`config.mk`:
```
export PLATFORM = sky130hd
export DESIGN_NAME = shadow_reg_bank
export DESIGN_NICKNAME = d
export VERILOG_FILES = /design/src/rtl/shadow_reg_pkg.sv /design/src/rtl/shadow_grace_timer.sv /design/src/rtl/shadow_reg_bank.sv
export SDC_FILE = /design/constraint.sdc
export NUM_CORES = 1
export LEC_CHECK = 0
export ABC_CLOCK_PERIOD_IN_PS = 2400
export CAP_MARGIN = 20
export CORE_AREA = 2 2 174 133
export CTS_BUF_LIST = sky130_fd_sc_hd__clkbuf_4 sky130_fd_sc_hd__clkbuf_8
export DETAILED_ROUTE_END_ITERATION = 7
export DIE_AREA = 0 0 176 135
export PLACE_DENSITY = 0.77
export SKIP_CTS_REPAIR_TIMING = 1
export SYNTH_ARGS = -nofsm -noshare
export SYNTH_HDL_FRONTEND = slang
export SYNTH_SLANG_ARGS = --single-unit
```
`constraint.sdc`:
```
create_clock -name clk -period 2.4 [get_ports clk]
set_clock_uncertainty 0.2 [all_clocks]
set_input_delay 0.24 -clock clk [delete_from_list [all_inputs] [get_ports clk]]
set_output_delay 0.24 -clock clk [all_outputs]
set_load 0.02 [all_outputs]
```
`src/rtl/shadow_reg_pkg.sv`:
```
// Shared types and constants for the double-buffered control-register bank.
package shadow_reg_pkg;

   typedef enum logic [1:0] {
      CLEAN = 2'd0,
      DIRTY = 2'd1,
      HOLD  = 2'd2
   } state_e;

   localparam int MISSED_W = 8;

   function automatic int idx_w(input int n);
      return (n > 1) ? $clog2(n) : 1;
   endfunction

endpackage

```
`src/rtl/shadow_grace_timer.sv`:
```
// Down-counter bounding how long a lock-held commit may wait after vblank_start.
module shadow_grace_timer #(
   parameter int GRACE = 64
) (
   input  logic clk,
   input  logic rst_n,
   input  logic load_i,
   input  logic dec_i,
   output logic expired_o
);

   localparam int CNT_W = (GRACE > 1) ? $clog2(GRACE) : 1;

   logic [CNT_W-1:0] cnt_q, cnt_d;

   always_comb begin
      cnt_d = cnt_q;
      if (load_i) begin
         cnt_d = CNT_W'(GRACE - 1);
      end else if (dec_i && (cnt_q != '0)) begin
         cnt_d = cnt_q - 1'b1;
      end
   end

   always_ff @(posedge clk or negedge rst_n) begin
      if (!rst_n) begin
         cnt_q <= '0;
      end else begin
         cnt_q <= cnt_d;
      end
   end

   assign expired_o = (cnt_q == '0);

endmodule

```
`src/rtl/shadow_reg_bank.sv`:
```
// Shadow/active register bank; active copies update only at frame boundaries.
// Optional shadow readback port enabled by defining SHADOW_READBACK_EN.
module shadow_reg_bank
   import shadow_reg_pkg::*;
#(
   parameter int               N_REGS    = 4,
   parameter int               WIDTH     = 32,
   parameter int               GRACE     = 64,
   parameter logic [WIDTH-1:0] RESET_VAL = '0,
   localparam int              IDX_W     = idx_w(N_REGS)
) (
   input  logic                  clk,
   input  logic                  rst_n,
   input  logic                  wr_en,
   input  logic [IDX_W-1:0]      wr_idx,
   input  logic [WIDTH-1:0]      wr_data,
   input  logic [WIDTH/8-1:0]    wr_be,
   input  logic                  wr_lock,
   input  logic                  vblank_start,
`ifdef SHADOW_READBACK_EN
   input  logic [IDX_W-1:0]      rd_idx,
   output logic [WIDTH-1:0]      rd_data,
`endif
   output logic [N_REGS*WIDTH-1:0] active_regs,
   output logic [N_REGS-1:0]     dirty,
   output logic                  commit_pulse,
   output logic [MISSED_W-1:0]   missed_cnt,
   input  logic                  missed_clr
);

   localparam int NB = WIDTH / 8;

   state_e                state_q, state_d;
   logic [N_REGS-1:0]     dirty_q, dirty_d, wr_set;
   logic                  wr_hit;
   logic                  commit, miss, timer_load, timer_dec, timer_expired;
   logic                  commit_pulse_q;
   logic [MISSED_W-1:0]   missed_q, missed_d;
`ifdef SHADOW_READBACK_EN
   logic [N_REGS*WIDTH-1:0] shadow_flat;
`endif

   // Widened compare keeps the range check meaningful when N_REGS is a power of two.
   assign wr_hit = wr_en && ({1'b0, wr_idx} < (IDX_W+1)'(N_REGS));

   for (genvar gi = 0; gi < N_REGS; gi++) begin : g_reg
      logic             sel;
      logic [WIDTH-1:0] shadow_q, active_q;

      assign sel        = wr_hit && (wr_idx == IDX_W'(gi));
      assign wr_set[gi] = sel && (|wr_be);

      always_ff @(posedge clk or negedge rst_n) begin
         if (!rst_n) begin
            shadow_q <= RESET_VAL;
            active_q <= RESET_VAL;
         end else begin
            if (commit && dirty_q[gi]) begin
               active_q <= shadow_q;
            end
            if (sel) begin
               for (int b = 0; b < NB; b++) begin
                  if (wr_be[b]) begin
                     shadow_q[b*8 +: 8] <= wr_data[b*8 +: 8];
                  end
               end
            end
         end
      end

      assign active_regs[gi*WIDTH +: WIDTH] = active_q;
`ifdef SHADOW_READBACK_EN
      assign shadow_flat[gi*WIDTH +: WIDTH] = shadow_q;
`endif
   end

   // A write landing in the commit cycle re-arms its dirty bit.
   assign dirty_d = (dirty_q & ~{N_REGS{commit}}) | wr_set;

   always_comb begin
      missed_d = missed_q;
      if (missed_clr) begin
         missed_d = '0;
      end else if (miss && (missed_q != '1)) begin
         missed_d = missed_q + 1'b1;
      end
   end

   shadow_grace_timer #(
      .GRACE (GRACE)
   ) u_grace (
      .clk       (clk),
      .rst_n     (rst_n),
      .load_i    (timer_load),
      .dec_i     (timer_dec),
      .expired_o (timer_expired)
   );

   always_ff @(posedge clk or negedge rst_n) begin
      if (!rst_n) begin
         state_q        <= CLEAN;
         dirty_q        <= '0;
         commit_pulse_q <= 1'b0;
         missed_q       <= '0;
      end else begin
         state_q        <= state_d;
         dirty_q        <= dirty_d;
         commit_pulse_q <= commit;
         missed_q       <= missed_d;
      end
   end

   always_comb begin
      state_d = state_q;
      case (state_q)
         CLEAN: begin
            if (|wr_set) state_d = DIRTY;
         end
         DIRTY: begin
            if (timer_load)  state_d = HOLD;
            else if (commit) state_d = (|wr_set) ? DIRTY : CLEAN;
         end
         HOLD: begin
            if (commit)    state_d = (|wr_set) ? DIRTY : CLEAN;
            else if (miss) state_d = DIRTY;
         end
         default: state_d = CLEAN;
      endcase
   end

   always_comb begin
      commit     = 1'b0;
      miss       = 1'b0;
      timer_load = 1'b0;
      timer_dec  = 1'b0;
      case (state_q)
         DIRTY: begin
            commit     = vblank_start && !wr_lock;
            timer_load = vblank_start && wr_lock;
         end
         HOLD: begin
            commit    = !wr_lock;
            miss      = wr_lock && timer_expired;
            timer_dec = 1'b1;
         end
         default: ;
      endcase
   end

   assign dirty        = dirty_q;
   assign commit_pulse = commit_pulse_q;
   assign missed_cnt   = missed_q;

`ifdef SHADOW_READBACK_EN
   logic [WIDTH-1:0] rd_data_q;

   always_ff @(posedge clk or negedge rst_n) begin
      if (!rst_n) begin
         rd_data_q <= RESET_VAL;
      end else if ({1'b0, rd_idx} < (IDX_W+1)'(N_REGS)) begin
         rd_data_q <= shadow_flat[rd_idx*WIDTH +: WIDTH];
      end else begin
         rd_data_q <= '0;
      end
   end

   assign rd_data = rd_data_q;
`endif

endmodule

```
==> results_dict.tcl, run 1 <==
set metrics [dict create \
    run_status "completed" \
    cts-root-buf "clkbuf_8" \
    grt_max_degree 68 \
    clock_path_buffers 3 \
    rows 47 \
    drc 0 \
    dp_hpwl_mm 15.7 \
    setup_violations 0 \
    yosysWarnings 0 \
    ys_seq_area_frac 0.650 \
    grt_pass1_vias 6767 \
    crit_slowest_cell "dfrtp_1" \
    powerDensity_mw_per_mm2 1240 \
    fmax_mhz 436 \
    synth-async-reset-ratio 1.00 \
    grt_pass1_wl_mm 37.4 \
    htreeDepth 2 \
    syn_nets 728 \
    slew_viol_final 0 \
    clock-sinks 277 \
    dieArea_mm2 0.0238 \
    numCtsBuffers 44 \
    drt_pass1_iterations 4 \
    tightest_slew_ns 0.525 \
    drt-total-wl_mm 23.3 \
    end_kind "flop" \
    p_leak_nw 6.11 \
    slew_headroom 0.649 \
    vdd_drop_max_mv 0.708 \
    cp_cell_sequence "inv_1, ha_1, nand2b_1, or2_2, inv_2, nand2_2, buf_12, mux2_2" \
    dpl_cell_area_mm2 0.0131 \
    gp_congestion 0.814 \
    cts_tree "built" \
    grt-ovfl-total 0 \
    grtUsageMet2 0.302 \
    num_vias 6417 \
    cp_top_family "simple AND/OR/NAND/NOR gates" \
    grtUsageMet3 0.0594 \
    clk_latency_ns 0.53 \
    drt_iter0_drc 328 \
    hold_slack_ns 0.0411 \
    worstSetupStartpointType "flop" \
    top_usage_layer "met2" \
    nets 961 \
    synth_area_leader_cell "dfrtp_1" \
    synth_common_cells "dfrtp_1 (277), mux2_2 (259), nand2_1 (28)" \
    ant_nets 0 \
    min_path_type "in -> async" \
    rsz0062_at_grt "false" \
    cp_slowest_stage_delay_ns 0.40 \
    antenna_found_initial 0 \
    crit_type "reg -> reg" \
    syn_area_per_cell_um2 15.8 \
    io_buffers 184 \
    fin_crit_ns 2.29 \
    synth-edff-count 0 \
    io_pins 185 \
    gr-usage-all-layers 0.203 \
    final_cells 1226 \
    drive_above_1_share 0.393 \
    cp_max_fo 16 \
    arrival_ns 2.49 \
    critPathBufInv 3 \
    die_h_um 135 \
    required_ns 2.59 \
    stdcell_area_mm2 0.0139 \
    syn_area_mm2 0.0107 \
    vias_per_cell 5.23 \
    synthToLayoutAreaGrowth_pct 30.7 \
    yosysMostFrequentCell "dfrtp_1" \
    yosysUniqueCellTypes 39 \
    hold_viol 0 \
    yosys_most_used_dff "dfrtp_1" \
    gr-usage-met1 0.296 \
    synth_top_area_share 0.650 \
    coreArea_mm2 0.0219 \
    numPlacedInstances 1156 \
    initial_core_util 0.486 \
    synthCells 677 \
    clkSlewWorstSetupHoldPaths_ns 0.06 \
    diodes 0 \
    cap_viol_max_count 0 \
    wl_per_cell_um 19.0 \
    die_x_um 176 \
    synth.ff_latch_count 277 \
    ys_top_cells_by_area "dfrtp_1 (65%), mux2_2 (27%), nand2_1 (0.99%)" \
    finalCritPeriodShare 0.955 \
]
[layout make-up]
class,count,area (µm²)
clock inverter,2,37.5
tap,294,368
timing repair buffer,208,2120
multi-input combinational,371,3640
fill,1656,7990
inverter,8,30.0
clock buffer,66,808
sequential,277,6930
[metal layers]
metal,part of all wire,vias to the layer above
li1,-,2888
met1,0.47,3300
met2,0.44,189
met3,0.078,40
met4,0.017,0
met5,0,-
[kinds of logic (layout without fill, tap and decap cells)]
kind of cell    after synthesis  after routing  share of synthesized area
fa+ha+maj                     7              7                    0.00821
mux                         259            259                      0.273
flops                       277            277                      0.650
buf+inv                      30            284                     0.0122
compound gates               33             33                     0.0213
simple gates                 66             67                     0.0311
xor+xnor                      5              5                    0.00410
[layout by cell type (no fill, tap or decap), types with 2 or more instances in the layout]
master           instances
nand3_1                  6
o2111ai_1                2
dfrtp_1                277
nor2b_1                  2
nor2_1                   7
o21ai_0                  4
clkdlybuf4s50_1        183
buf_12                   7
o31ai_1                  3
and2_1                   4
o211ai_1                 4
a21oi_1                 10
inv_1                    7
clkbuf_4                16
mux2_2                 259
and3_1                   4
ha_1                     7
a22o_1                   4
xor2_1                   4
nand2_1                 24
clkbuf_8                50
or2_2                    2
or4_1                    5
buf_6                    2
nand2_2                  4
buf_4                   14
[flip-flops by register name, indices dropped and copies added, names as in the netlist]
signal and count:
commit_pulse 1, dirty 4, g.active_q 128, g.shadow_q 128, missed_cnt 8, state_q 2, u_grace.cnt_q 6
[metrics by stage]
stage	setup WS, ns	power [mW]	setup TNS [ns]	util
after global placement	-0.00344	13.2	-0.0148	0.595
after CTS	0.0259	17.4	0	0.634
after detailed placement	-0.0184	13.4	-0.163	0.595
final	0.108	17.2	0	0.636
after global routing	0.00247	18.1	0	0.636
after floorplan	0.0245	10.3	0	-
[worst paths after layout]
path | startpoint | to | slack, ns | cells after the start
max reg2reg | state_q[0]$_DFFE_PN0P_ | g_reg[2].active_q[3]$_DFFE_PN0P_ | 0.11 | 8
min reg2reg | g_reg[2].shadow_q[30]$_DFFE_PN0P_ | g_reg[2].active_q[30]$_DFFE_PN0P_ | 0.29 | 1
min in group clk | wr_data[11] | g_reg[1].shadow_q[11]$_DFFE_PN0P_ | 0.21 | 2
min | rst_n | g_reg[2].active_q[16]$_DFFE_PN0P_ | 0.04 | 2
max | state_q[0]$_DFFE_PN0P_ | g_reg[2].active_q[3]$_DFFE_PN0P_ | 0.11 | 8
max in group asynchronous | rst_n | g_reg[2].active_q[3]$_DFFE_PN0P_ | 1.23 | 3
[power by group]
part / switching [mW] / total, mW / internal, mW
registers: 0.905 / 7.15 / 6.25
logic: 2.76 / 6.12 / 3.36
clock network: 1.72 / 3.95 / 2.23
(Power assumes the default switching activity.)
==> run 2, diff against run 1 <==
--- a/config.mk
+++ b/config.mk
@@ -7,11 +7,10 @@
 export LEC_CHECK = 0
 export ABC_CLOCK_PERIOD_IN_PS = 2400
 export CAP_MARGIN = 20
-export CORE_AREA = 2 2 174 133
+export CORE_AREA = 2 2 221 169
 export CTS_BUF_LIST = sky130_fd_sc_hd__clkbuf_4 sky130_fd_sc_hd__clkbuf_8
 export DETAILED_ROUTE_END_ITERATION = 7
-export DIE_AREA = 0 0 176 135
-export PLACE_DENSITY = 0.77
+export DIE_AREA = 0 0 223 171
 export SKIP_CTS_REPAIR_TIMING = 1
 export SYNTH_ARGS = -nofsm -noshare
 export SYNTH_HDL_FRONTEND = slang
==> run 2 against run 1 <==
Combinational power is 1% higher. Critical path depth is 4 lower. Fmax is 2.0% lower. Clock power is 12% higher. Design area is 3.5% higher. Global-route usage is 6.1 points lower. Flip-flop and latch count stayed put. Largest power group unchanged.
==> results_dict.tcl, run 2 (synthesis results as in run 1) <==
set metrics [dict create \
    end_kind "flop" \
    multi_input_area_mm2 0.00362 \
    clk_latency_ns 0.57 \
    pwr-share-clk 0.249 \
    numPlacedInstances 1346 \
    nFillCells 3439 \
    grt-ovfl-total 0 \
    clock-sinks 277 \
    worstSetupStartpointType "flop" \
    stdcell_area_mm2 0.0144 \
    fin_total_pwr_mw 17.8 \
    diodes 0 \
    grt_pass1_vias 6835 \
    grt_max_degree 68 \
    final_cell_mix "dfrtp_1 (277), mux2_2 (259), clkdlybuf4s50_1 (183), clkbuf_8 (55), nand2_1 (24)" \
    initial_core_util 0.294 \
    dpl_cell_area_mm2 0.0134 \
    tightest_slew_ns 0.601 \
    synthToLayoutAreaGrowth_pct 35.2 \
    regToRegEndpoint "state_q[1]$_DFFE_PN0P_" \
    dieArea_mm2 0.0381 \
    rows 61 \
    pwr-share-comb 0.349 \
    slew_headroom 0.599 \
    grtUsageMet2 0.220 \
    hold_viol 0 \
    die_x_um 223 \
    critPathBufInv 0 \
    fmax_mhz 428 \
    fin_ws_ns 0.0614 \
    crit_type "reg -> reg" \
    gr-usage-met1 0.189 \
    cp_cell_sequence "or4_4, o311a_2, a221oi_1, mux2_2" \
    cts-root-buf "clkbuf_8" \
    required_ns 2.66 \
    ant_nets 0 \
    io_buffers 184 \
    final_cells 1429 \
    p_int_mw 12.2 \
    top_usage_layer "met2" \
    power_switching_share 0.316 \
    vdd_drop_max_mv 0.540 \
    r2r_cells 4 \
    cp_slowest_stage_delay_ns 0.57 \
    antenna_found_initial 0 \
    grt_pass1_wl_mm 41.0 \
    rr_startpoint "u_grace.cnt_q[3]$_DFFE_PN0P_" \
    drt_pass1_iterations 4 \
    cap_viol_max_count 0 \
    clock_path_buffers 3 \
    timing.critical_path.from "u_grace.cnt_q[3]$_DFFE_PN0P_" \
    drt_iter0_drc 305 \
    drive_above_1_share 0.405 \
    numCtsBuffers 48 \
    r2r_slack_ns 0.06 \
    p_seq_frac 0.402 \
    vias_per_cell 4.54 \
    fin_tns_setup_ns 0 \
    regArea_mm2 0.00693 \
    rsz0062_at_grt "false" \
    min_path_type "in -> async" \
    run_status "completed" \
    final_util 0.398 \
    gp_congestion 0.748 \
    finalCritPeriodShare 0.974 \
    setup_violations 0 \
    crit_end "state_q[1]$_DFFE_PN0P_" \
    htreeDepth 2 \
    wl_per_cell_um 18.6 \
    arrival_ns 2.60 \
    drc 0 \
    path_depth 4 \
    num_vias 6494 \
    nets 976 \
    cts_tree "built" \
    cp_top_family "compound AO/OA/AOI/OAI gates" \
    coreArea_mm2 0.0363 \
    io_pins 185 \
    slew_viol_final 0 \
    final_common_cell "dfrtp_1" \
    fin_crit_ns 2.34 \
    p_sw_mw 5.61 \
    powerDensity_mw_per_mm2 1230 \
    dp_hpwl_mm 18.2 \
    p_leak_nw 6.25 \
    cp_max_fo 4 \
    clkSlewWorstSetupHoldPaths_ns 0.06 \
    gr-usage-all-layers 0.143 \
    drt-total-wl_mm 26.6 \
    die_h_um 171 \
    crit_slowest_cell "or4_4" \
    place_worst_setup_slack_ns -0.0976 \
    hold_slack_ns 0.0462 \
    grtUsageMet3 0.0496 \
]
## run 2: changes by cell type in the layout (fill, tap and decap cells not counted), sizes merged
cell / change
clkinv: +7
clkinvlp: +1
buf: +12
bufinv: +1
clkbuf: +5
or2: -1
## run 2: how the worst min path moves through the flow
| stage | to | slack, ns | cells past startpoint |
|---|---|---|---|
| detailed placement | u_grace.cnt_q[1]$_DFFE_PN0P_ | 0.06 | 1 |
| CTS | g_reg[1].shadow_q[17]$_DFFE_PN0P_ | -0.58 | 1 |
| global placement | u_grace.cnt_q[1]$_DFFE_PN0P_ | 0.05 | 1 |
| floorplan | commit_pulse$_DFF_PN0_ | -0.26 | 0 |
| finish | g_reg[2].shadow_q[22]$_DFFE_PN0P_ | 0.05 | 2 |
| global route | g_reg[0].active_q[20]$_DFFE_PN0P_ | 0.07 | 2 |
## run 2: layout make-up
cell class,instances,share of cell area
flip-flops and latches,277,0.480
multi-input cells,370,0.251
repair buffers,220,0.157
clock buffers,71,0.0608
well taps,472,0.0409
clock inverters,11,0.00763
inverters,8,0.00208
## run 2: power groups by stage
| stage | logic, mW | registers [mW] | clock network, mW |
|---|---|---|---|
| after floorplan | 1.99 | 8.27 | 0 |
| after global placement | 6.19 | 7.21 | 0 |
| after detailed placement | 6.27 | 7.24 | 0 |
| after CTS | 6.29 | 7.19 | 4.62 |
| after global routing | 6.60 | 7.38 | 4.85 |
| final | 6.21 | 7.16 | 4.42 |
## run 2: worst register-to-register path: stages, from the launching register on
cell and delay [ns]:
dfrtp_1 0.37, or4_4 0.57, o311a_2 0.35, a221oi_1 0.34, mux2_2 0.39
## run 2: layer usage
metal,part of all wire,vias up
li1,-,2929
met1,0.46,3346
met2,0.45,169
met3,0.073,50
met4,0.023,0
met5,0,-
==> run 3, diff against run 2 <==
--- a/config.mk
+++ b/config.mk
@@ -11,6 +11,7 @@
 export CTS_BUF_LIST = sky130_fd_sc_hd__clkbuf_4 sky130_fd_sc_hd__clkbuf_8
 export DETAILED_ROUTE_END_ITERATION = 7
 export DIE_AREA = 0 0 223 171
+export PLACE_DENSITY_LB_ADDON = 0.12
 export SKIP_CTS_REPAIR_TIMING = 1
 export SYNTH_ARGS = -nofsm -noshare
 export SYNTH_HDL_FRONTEND = slang
==> constraint.sdc (replaced) <==
create_clock -name clk -period 2.4 [get_ports clk]
set_clock_uncertainty 0.2 [all_clocks]
set_input_delay 0.48 -clock clk [delete_from_list [all_inputs] [get_ports clk]]
set_output_delay 0.48 -clock clk [all_outputs]
set_load 0.02 [all_outputs]
==> run 3 against run 2 <==
Utilization increased by 1.5 points. Critical endpoint is now dirty[0]. Sequential power about the same. Flip-flop and latch count unchanged. Total power increased by 2.7%. Largest power group unchanged. Routed wire length increased by 2.8%. Clock power increased by 8.6%. Non-clock buffer count increased by 30. Sequential share of layout area decreased by 1.8 points. Worst hold slack improved by 0.25 ns. First-iteration DRC count decreased by 16%. Die area unchanged. Largest cell class unchanged.
==> results_dict.tcl, run 3 (synthesis results as in run 1) <==
set metrics [dict create \
    final_common_cell "dfrtp_1" \
    htreeDepth 2 \
    arrival_ns 1.63 \
    powerDensity_mw_per_mm2 1220 \
    pwr-share-comb 0.346 \
    fin_total_pwr_mw 18.3 \
    slew_headroom 0.586 \
    drive_above_1_share 0.426 \
    die_h_um 171 \
    gp_congestion 0.741 \
    final_util 0.413 \
    clock-sinks 277 \
    clock_path_buffers 3 \
    slew_viol_final 0 \
    run_status "completed" \
    rows 61 \
    grt_pass1_vias 6924 \
    num_vias 6565 \
    drc 0 \
    clkSlewWorstSetupHoldPaths_ns 0.06 \
    grt-ovfl-total 0 \
    stdcell_area_mm2 0.0150 \
    die_x_um 223 \
    critPathBufInv 1 \
    cp_slowest_stage_delay_ns 0.69 \
    fin_crit_ns 2.31 \
    cts-root-buf "clkbuf_8" \
    min_path_type "in -> async" \
    setup_violations 0 \
    hold_viol 0 \
    finalCritPeriodShare 0.964 \
    vias_per_cell 4.49 \
    p_seq_frac 0.390 \
    multi_input_area_mm2 0.00362 \
    required_ns 1.72 \
    rsz0062_at_grt "false" \
    hold_slack_ns 0.293 \
    fin_tns_setup_ns 0 \
    p_int_mw 12.6 \
    tightest_slew_ns 0.621 \
    crit_slowest_cell "clkdlybuf4s50_1" \
    regArea_mm2 0.00693 \
    cp_max_fo 3 \
    clk_latency_ns 0.57 \
    wl_per_cell_um 18.7 \
    antenna_found_initial 0 \
    cp_top_family "buffers and inverters" \
    diodes 0 \
    worstSetupStartpointType "flop" \
    nets 1006 \
    power_switching_share 0.309 \
    dieArea_mm2 0.0381 \
    vdd_drop_max_mv 0.551 \
    initial_core_util 0.294 \
    pwr-share-clk 0.263 \
    dp_hpwl_mm 18.8 \
    synthToLayoutAreaGrowth_pct 40.3 \
    cap_viol_max_count 0 \
    numCtsBuffers 48 \
    p_leak_nw 6.64 \
    gr-usage-all-layers 0.147 \
    crit_type "reg -> out" \
    cts_tree "built" \
    grt_pass1_wl_mm 42.6 \
    io_buffers 184 \
    io_pins 185 \
    cp_cell_sequence "clkdlybuf4s50_1" \
    drt-total-wl_mm 27.4 \
    fmax_mhz 432 \
    end_kind "output port" \
    nFillCells 3382 \
    drt_pass1_iterations 4 \
    drt_iter0_drc 257 \
    coreArea_mm2 0.0363 \
    p_sw_mw 5.65 \
    final_cell_mix "dfrtp_1 (277), mux2_2 (259), clkdlybuf4s50_1 (176), clkbuf_8 (62), buf_4 (37)" \
    grt_max_degree 72 \
    ant_nets 0 \
    dpl_cell_area_mm2 0.0139 \
]
==> run 3: cell types whose count changed in the layout (fill, tap and decap cells not counted), moves of 2 or more <==
cell,delta
clkdlybuf4s50_1,-7
dlymetal6s2s_1,+7
clkinvlp_4,-2
clkinv_2,-6
buf_4,+14
clkbuf_8,+7
buf_12,+16
==> run 3: area by class of cell <==
class                           instances  area share
Tap cell                              472      0.0394
Inverter                                8     0.00201
Clock buffer                           79      0.0655
Sequential cell                       277       0.463
Timing Repair Buffer                  250       0.181
Multi-Input combinational cell        370       0.242
Clock inverter                          5     0.00694
==> run 3: routing by layer <==
layer / part of all wire / GRT usage / routed length, µm
met1: 0.46 / 0.198 / 12600
met2: 0.46 / 0.230 / 12600
met3: 0.063 / 0.0447 / 1730
met4: 0.016 / 0.0420 / 442
met5: 0 / 0 / 0
==> run 3: stage by stage <==
step | instances | setup WS, ns
after CTS | 1460 | -0.0252
final | 1461 | 0.0869
after floorplan | 677 | 0.0245
after detailed placement | 1376 | -0.198
after global placement | 1376 | -0.196
after global routing | 1461 | 0.0136
==> run 3: power groups by stage <==
stage | registers [mW] | logic [mW] | clock network (mW)
5_1_grt | 7.35 | 6.75 | 5.21
2_1_floorplan | 8.27 | 1.99 | 0
3_3_place_gp | 7.22 | 6.35 | 0
3_5_place_dp | 7.23 | 6.40 | 0
4_1_cts | 7.16 | 6.43 | 5.02
6_report | 7.13 | 6.33 | 4.80
==> run 3: path summary, 6_finish.rpt <==
path,cells after the start,slack [ns],endpoint,start
setup / recovery,1,0.09,dirty[0],dirty[0]$_DFF_PN0_
hold / removal,2,0.29,g_reg[1].active_q[25]$_DFFE_PN0P_,rst_n
setup reg to reg,5,0.13,state_q[1]$_DFFE_PN0P_,u_grace.cnt_q[3]$_DFFE_PN0P_
hold reg to reg,1,0.29,g_reg[1].active_q[27]$_DFFE_PN0P_,g_reg[1].shadow_q[27]$_DFFE_PN0P_
max in group asynchronous,3,1.04,g_reg[1].shadow_q[1]$_DFFE_PN0P_,rst_n
min in group clk,1,0.29,g_reg[1].active_q[27]$_DFFE_PN0P_,g_reg[1].shadow_q[27]$_DFFE_PN0P_
